==> src/rtl/player_cannon_if.sv <==
// Bundle between the player cannon stage and its surroundings: frame pulse, buttons, grid state, pixel query, kill strobe.
// The slave modport is the cannon block; the master side is the game/video logic that drives it.
interface player_cannon_if;
    logic        frame_tick;
    logic        btn_left;
    logic        btn_right;
    logic        btn_fire;
    logic        game_over;
    logic [8:0]  first_invader_x;
    logic [7:0]  first_invader_y;
    logic [54:0] killed_invaders;
    logic [8:0]  query_x;
    logic [7:0]  query_y;
    logic        pixel;
    logic        kill_valid;
    logic [5:0]  kill_index;
    logic [8:0]  cannon_x;
    logic        shot_active;
    logic [8:0]  shot_x;
    logic [7:0]  shot_y;

    modport master (
        output frame_tick, btn_left, btn_right, btn_fire, game_over,
        output first_invader_x, first_invader_y, killed_invaders, query_x, query_y,
        input  pixel, kill_valid, kill_index, cannon_x, shot_active, shot_x, shot_y
    );

    modport slave (
        input  frame_tick, btn_left, btn_right, btn_fire, game_over,
        input  first_invader_x, first_invader_y, killed_invaders, query_x, query_y,
        output pixel, kill_valid, kill_index, cannon_x, shot_active, shot_x, shot_y
    );
endinterface

==> src/rtl/player_cannon.sv <==
// Player cannon and single shot: per-frame move, shot/invader hit test, cannon/shot pixel render.
// Latency: kill_valid 3 cycles after frame_tick; no backpressure, frame_tick is a fire-and-forget pulse.
module player_cannon #(
    parameter int CANNON_Y       = 184,
    parameter int CANNON_X_MIN   = 4,
    parameter int CANNON_X_MAX   = 300,
    parameter int CANNON_X_RESET = 153,
    parameter int SHOT_SPEED     = 4,
    parameter int SHOT_TOP       = 4,
    parameter int GRID_COLS      = 11
) (
    input  logic           clk,
    input  logic           rst_n,
    player_cannon_if.slave bus
);

    localparam logic [8:0] X_MIN       = 9'(CANNON_X_MIN);
    localparam logic [8:0] X_MAX       = 9'(CANNON_X_MAX);
    localparam logic [8:0] X_RESET     = 9'(CANNON_X_RESET);
    localparam logic [7:0] CY_TOP      = 8'(CANNON_Y);
    localparam logic [7:0] CY_BOT      = 8'(CANNON_Y + 7);
    localparam logic [7:0] SHOT_START  = 8'(CANNON_Y - 4);
    localparam logic [7:0] SHOT_STEP   = 8'(SHOT_SPEED);
    localparam logic [7:0] SHOT_RETIRE = 8'(SHOT_TOP + SHOT_SPEED);
    localparam logic [8:0] GRID_W      = 9'(GRID_COLS * 16);
    localparam logic [8:0] GRID_H      = 9'd80;
    localparam logic [5:0] COLS        = 6'(GRID_COLS);

    typedef enum logic [1:0] {IDLE, MOVE, CHECK, KILL} state_t;

    state_t      state, state_nxt;
    logic [2:0]  sync1, sync2, cur, prev;
    logic        fire_pp;
    logic [2:0]  held;
    logic        fire_edge;

    logic [8:0]  cannon_q, cannon_nxt;
    logic        shot_act_q, shot_act_nxt;
    logic [8:0]  shot_x_q, shot_x_nxt;
    logic [7:0]  shot_y_q, shot_y_nxt;
    logic [5:0]  kill_idx_q, kill_idx_nxt;

    logic [8:0]  rx, ry;
    logic [3:0]  col;
    logic [2:0]  row;
    logic [3:0]  cell_w;
    logic        cand, hit;
    logic [5:0]  hit_index;

    logic [9:0]  cannon_right;
    logic [8:0]  shot_bottom;
    logic        in_cannon, in_shot;

    // Bit order in button vectors: [0]=left, [1]=right, [2]=fire.
    always_ff @(posedge clk or negedge rst_n) begin
        if (!rst_n) begin
            sync1   <= '0;
            sync2   <= '0;
            cur     <= '0;
            prev    <= '0;
            fire_pp <= 1'b0;
        end else begin
            sync1 <= {bus.btn_fire, bus.btn_right, bus.btn_left};
            sync2 <= sync1;
            if (bus.frame_tick) begin
                cur     <= sync2;
                prev    <= cur;
                fire_pp <= prev[2];
            end
        end
    end

    assign held      = cur & prev;
    assign fire_edge = held[2] & ~(prev[2] & fire_pp);

    // Hit test against the registered shot tip; the grid is 5 rows of 16x16 cells.
    always_comb begin
        rx        = shot_x_q - bus.first_invader_x;
        ry        = {1'b0, shot_y_q} - {1'b0, bus.first_invader_y};
        cand      = shot_act_q && (shot_x_q >= bus.first_invader_x) && (rx < GRID_W) &&
                    (shot_y_q >= bus.first_invader_y) && (ry < GRID_H);
        col       = rx[7:4];
        row       = ry[6:4];
        case (row)
            3'd0:       cell_w = 4'd8;
            3'd1, 3'd2: cell_w = 4'd11;
            default:    cell_w = 4'd12;
        endcase
        hit_index = {2'b00, col} + ({3'b000, row} * COLS);
        hit       = cand && ry[3] && (rx[3:0] < cell_w) && !bus.killed_invaders[hit_index];
    end

    always_comb begin
        state_nxt    = state;
        cannon_nxt   = cannon_q;
        shot_act_nxt = shot_act_q;
        shot_x_nxt   = shot_x_q;
        shot_y_nxt   = shot_y_q;
        kill_idx_nxt = kill_idx_q;
        case (state)
            IDLE: begin
                if (bus.frame_tick && !bus.game_over) state_nxt = MOVE;
            end
            MOVE: begin
                if (held[0] && !held[1]) begin
                    cannon_nxt = (cannon_q > X_MIN) ? cannon_q - 9'd1 : X_MIN;
                end else if (held[1] && !held[0]) begin
                    cannon_nxt = (cannon_q < X_MAX) ? cannon_q + 9'd1 : X_MAX;
                end
                // Spawn uses the pre-move cannon position so the shot leaves the barrel it was fired from.
                if (shot_act_q && (shot_y_q < SHOT_RETIRE)) begin
                    shot_act_nxt = 1'b0;
                end else if (shot_act_q) begin
                    shot_y_nxt = shot_y_q - SHOT_STEP;
                end else if (fire_edge) begin
                    shot_act_nxt = 1'b1;
                    shot_x_nxt   = cannon_q + 9'd6;
                    shot_y_nxt   = SHOT_START;
                end
                state_nxt = CHECK;
            end
            CHECK: begin
                if (hit) begin
                    kill_idx_nxt = hit_index;
                    shot_act_nxt = 1'b0;
                    state_nxt    = KILL;
                end else begin
                    state_nxt = IDLE;
                end
            end
            default: state_nxt = IDLE;
        endcase
    end

    always_ff @(posedge clk or negedge rst_n) begin
        if (!rst_n) begin
            state      <= IDLE;
            cannon_q   <= X_RESET;
            shot_act_q <= 1'b0;
            shot_x_q   <= '0;
            shot_y_q   <= '0;
            kill_idx_q <= '0;
        end else begin
            state      <= state_nxt;
            cannon_q   <= cannon_nxt;
            shot_act_q <= shot_act_nxt;
            shot_x_q   <= shot_x_nxt;
            shot_y_q   <= shot_y_nxt;
            kill_idx_q <= kill_idx_nxt;
        end
    end

    // Shot is drawn 1 pixel wide and 4 tall from its tip downwards.
    always_comb begin
        cannon_right = {1'b0, cannon_q} + 10'd12;
        shot_bottom  = {1'b0, shot_y_q} + 9'd3;
        in_cannon    = (bus.query_y >= CY_TOP) && (bus.query_y <= CY_BOT) &&
                       (bus.query_x >= cannon_q) && ({1'b0, bus.query_x} <= cannon_right);
        in_shot      = shot_act_q && (bus.query_x == shot_x_q) &&
                       (bus.query_y >= shot_y_q) && ({1'b0, bus.query_y} <= shot_bottom);
    end

    // Strobe is gated by game_over so a kill raced by end-of-game is dropped.
    assign bus.kill_valid  = (state == KILL) && !bus.game_over;
    assign bus.kill_index  = kill_idx_q;
    assign bus.pixel       = in_cannon | in_shot;
    assign bus.cannon_x    = cannon_q;
    assign bus.shot_active = shot_act_q;
    assign bus.shot_x      = shot_x_q;
    assign bus.shot_y      = shot_y_q;

endmodule

==> src/flat_wrapper.sv <==
// flat-port wrapper written by rule: the top's interface ports become plain ports
module player_cannon_flat 
#(
    parameter int CANNON_Y       = 184,
    parameter int CANNON_X_MIN   = 4,
    parameter int CANNON_X_MAX   = 300,
    parameter int CANNON_X_RESET = 153,
    parameter int SHOT_SPEED     = 4,
    parameter int SHOT_TOP       = 4,
    parameter int GRID_COLS      = 11
)
  (clk, rst_n, bus_frame_tick, bus_btn_left, bus_btn_right, bus_btn_fire, bus_game_over, bus_first_invader_x, bus_first_invader_y, bus_killed_invaders, bus_query_x, bus_query_y, bus_pixel, bus_kill_valid, bus_kill_index, bus_cannon_x, bus_shot_active, bus_shot_x, bus_shot_y);
  player_cannon_if bus_i ();
  input  logic clk;
  input  logic rst_n;
  input wire logic [$bits(bus_i.frame_tick)-1:0] bus_frame_tick;
  input wire logic [$bits(bus_i.btn_left)-1:0] bus_btn_left;
  input wire logic [$bits(bus_i.btn_right)-1:0] bus_btn_right;
  input wire logic [$bits(bus_i.btn_fire)-1:0] bus_btn_fire;
  input wire logic [$bits(bus_i.game_over)-1:0] bus_game_over;
  input wire logic [$bits(bus_i.first_invader_x)-1:0] bus_first_invader_x;
  input wire logic [$bits(bus_i.first_invader_y)-1:0] bus_first_invader_y;
  input wire logic [$bits(bus_i.killed_invaders)-1:0] bus_killed_invaders;
  input wire logic [$bits(bus_i.query_x)-1:0] bus_query_x;
  input wire logic [$bits(bus_i.query_y)-1:0] bus_query_y;
  output wire logic [$bits(bus_i.pixel)-1:0] bus_pixel;
  output wire logic [$bits(bus_i.kill_valid)-1:0] bus_kill_valid;
  output wire logic [$bits(bus_i.kill_index)-1:0] bus_kill_index;
  output wire logic [$bits(bus_i.cannon_x)-1:0] bus_cannon_x;
  output wire logic [$bits(bus_i.shot_active)-1:0] bus_shot_active;
  output wire logic [$bits(bus_i.shot_x)-1:0] bus_shot_x;
  output wire logic [$bits(bus_i.shot_y)-1:0] bus_shot_y;
  assign bus_i.frame_tick = bus_frame_tick;
  assign bus_i.btn_left = bus_btn_left;
  assign bus_i.btn_right = bus_btn_right;
  assign bus_i.btn_fire = bus_btn_fire;
  assign bus_i.game_over = bus_game_over;
  assign bus_i.first_invader_x = bus_first_invader_x;
  assign bus_i.first_invader_y = bus_first_invader_y;
  assign bus_i.killed_invaders = bus_killed_invaders;
  assign bus_i.query_x = bus_query_x;
  assign bus_i.query_y = bus_query_y;
  assign bus_pixel = bus_i.pixel;
  assign bus_kill_valid = bus_i.kill_valid;
  assign bus_kill_index = bus_i.kill_index;
  assign bus_cannon_x = bus_i.cannon_x;
  assign bus_shot_active = bus_i.shot_active;
  assign bus_shot_x = bus_i.shot_x;
  assign bus_shot_y = bus_i.shot_y;
  player_cannon #(.CANNON_Y(CANNON_Y), .CANNON_X_MIN(CANNON_X_MIN), .CANNON_X_MAX(CANNON_X_MAX), .CANNON_X_RESET(CANNON_X_RESET), .SHOT_SPEED(SHOT_SPEED), .SHOT_TOP(SHOT_TOP), .GRID_COLS(GRID_COLS)) u_core (.clk(clk), .rst_n(rst_n), .bus(bus_i));
endmodule
==> config.mk <==
export PLATFORM = sky130hd
export DESIGN_NAME = player_cannon_flat
export DESIGN_NICKNAME = d
export VERILOG_FILES = /design/src/rtl/player_cannon_if.sv /design/src/rtl/player_cannon.sv /design/src/flat_wrapper.sv
export SDC_FILE = /design/constraint.sdc
export NUM_CORES = 1
export LEC_CHECK = 0
export CAP_MARGIN = 30
export CORE_UTILIZATION = 50
export CTS_CLUSTER_SIZE = 28
export DETAILED_ROUTE_END_ITERATION = 8
export PLACE_DENSITY_LB_ADDON = 0.1
export SYNTH_ARGS = -nofsm -noshare
export SYNTH_HDL_FRONTEND = slang
export SYNTH_SLANG_ARGS = --single-unit
export TNS_END_PERCENT = 100
==> constraint.sdc <==
create_clock -name clk -period 6.08 [get_ports clk]
set_clock_uncertainty 0.1 [all_clocks]
set_input_delay 1.216 -clock clk [delete_from_list [all_inputs] [get_ports clk]]
set_output_delay 1.216 -clock clk [all_outputs]
set_load 0.1 [all_outputs]
==> results.json <==
{
  "vias": 4477,
  "fin_ws_ps": 156,
  "synth_enable_flop_cells": 0,
  "antenna_found_initial": 0,
  "met2_usage_pct": 46.9,
  "rrSetupSlack_ps": 840,
  "port_buffers": 128,
  "drv_slew": 0,
  "arrival_ps": 6020,
  "viasPerCell": 5.56,
  "grt_pass1_wl_mm": 21.2,
  "synth_top_area_share_pct": 21.8,
  "status": "finished, final reports clean",
  "yosysUniqueCellTypes": 65,
  "grt_pass1_vias": 4515,
  "cap_violations": 0,
  "dp_slack_ps": -572,
  "cts_buffers": 5,
  "die_w_um": 100,
  "synthesis.area_mm2": 0.00482,
  "grt_max_degree": 39,
  "dr.pass1.iters": 5,
  "slew_headroom_pct": 33.2,
  "die_area_mm2": 0.0100,
  "initial_utilization_pct": 51.9,
  "critPathRequiredTime_ps": 6180,
  "fin_crit_ps": 5920,
  "synth_seq_cells": 46,
  "syn_to_final_growth_pct": 37.0,
  "top_usage_layer": "met2",
  "cts_hold_buf": 0,
  "synthTopCellsByCount": "65 x ha_1, 53 x inv_1, 42 x dfrtp_1, 42 x nand2_1, 33 x nor2_1",
  "rows": 35,
  "clock_latency_ps": 300,
  "dpl.hpwl_mm": 10.7,
  "nets": 840,
  "wirelength_mm": 12.8,
  "async_reset_ff_share_pct": 100,
  "yosysMostFrequentCell": "ha_1",
  "met3_usage_pct": 3.27,
  "place_congestion": 0.888,
  "drtIter0Drc": 258,
  "antenna_left": 0,
  "hold_class": "flip-flop to flip-flop",
  "multi_input_area_mm2": 0.00343,
  "yosys_warnings": 0,
  "diodes": 0,
  "clk_pin_slew_ps": 100,
  "yosysTopAreaCell": "dfrtp_1",
  "coreArea_mm2": 0.00928,
  "ios": 131,
  "crit_path_max_fanout": 7,
  "die_y_um": 100,
  "grt_overflow": 0,
  "cp-end-kind": "flip-flop",
  "setup_viol": 0,
  "syn-instance-count": 522,
  "fmax_mhz": 169,
  "clock_sinks": 46,
  "period_share_pct": 97.4,
  "wire_per_inst_um": 15.9,
  "clock_path_buffers": 2,
  "grt_use_total_pct": 26.4,
  "hold_viol": 0,
  "grt_util_met1_pct": 35.1,
  "ctsRootBufferMaster": "clkbuf_8",
  "drcViolationCount": 0,
  "regArea_mm2": 0.00116,
  "avgSynthCellArea_um2": 9.23,
  "synth-main-ff-cell": "dfrtp_1",
  "cts_tree": "done",
  "nFillCells": 739,
  "drive_above_1_share_pct": 12.7,
  "ys_seq_area_share_pct": 24.0,
  "critPathLaunchType": "primary input",
  "cts_htree_levels": 2,
  "synth_area_leaders": "dfrtp_1 22%, ha_1 17%, mux4_1 4.9%",
  "path_class": "primary input to flip-flop",
  "worst_pin_slew_ps": 1000
}
[registers in the layout, indices dropped and copies added, names as in the netlist, 2 cells and up]
register,cells
u_core.bus.cannon_x,9
u_core.bus.kill_index,6
u_core.bus.shot_x,9
u_core.bus.shot_y,6
u_core.cur,3
u_core.prev,3
u_core.state,2
u_core.sync1,3
u_core.sync2,3
[layout make-up]
cell class	instances	area share, %
clock buffers	5	1.04
clock inverters	3	0.436
inverters	53	3.01
multi-input cells	405	51.9
flip-flops and latches	46	17.5
well taps	129	2.44
repair buffers	164	23.6
[path summary, 6_finish.rpt]
path,startpoint,end,depth (start not counted)
min in group asynchronous,rst_n,u_core.sync1[0],1
setup / recovery,bus_first_invader_y[2],u_core.bus.kill_index[2],17
setup reg to reg,u_core.bus.shot_y[2],u_core.bus.kill_index[2],15
max in group asynchronous,rst_n,u_core.bus.cannon_x[3],2
hold reg to reg,u_core.sync1[2],u_core.sync2[2],0
hold / removal,u_core.sync1[2],u_core.sync2[2],0
[per-stage QoR]
stage	hold slack, ps	cells	setup TNS [ps]	cell area [µm²]	util [%]
2_1_floorplan	231	523	0	4820	-
3_3_place_gp	235	791	-3090	6380	68.8
3_5_place_dp	238	793	-4630	6410	69.1
4_1_cts	264	804	0	6570	70.8
5_1_grt	266	805	-28.8	6600	71.1
6_report	261	805	0	6600	71.1
[layout by cell type, fill, tap and decap left out, types with 19 or more instances in the layout]
master	count
clkdlybuf4s50_1	125
nand2_1	42
o21ai_0	31
xnor2_1	19
ha_1	64
inv_1	52
nor2_1	33
buf_4	34
a21oi_1	28
dfrtp_1	42
[worst max-delay path, cell delays in order]
cell	delay [ps]
dlygate4sd2_1	190
inv_1	40
ha_1	280
or3b_4	400
a211oi_4	350
a21oi_2	130
xnor2_2	160
ha_1	300
inv_2	40
fa_1	510
fa_2	640
mux4_2	320
mux4_2	480
mux2_4	300
o21ai_4	180
nand3_4	160
mux2_4	330
[per-layer routing]
metal	share of wire, %	routed length, µm
met1	45	5780
met4	1.0	130
met5	0	0
met3	4.6	585
met2	49	6270
[logic make-up after synthesis]
family	share of synthesized area (%)
AO/OA/AOI/OAI	15.9
multiplexers	13.1
adder cells (fa/ha/maj)	18.5
buffers and inverters	6.15
other	0.0778
flip-flops	24.0
AND/OR/NAND/NOR	14.7
XOR/XNOR	7.56
[timing repair]
item | CTS | global route
endpoints found under the hold margin | 0 | 0
buffers inserted | 3 | 1
resized for setup | 9 | 5
setup endpoints to repair | 9 | 7
pin swaps | 9 | 6
Power is left out: the tool's default activity adds up to more than one toggle a clock period on the data nets, which glitch-free logic cannot reach.
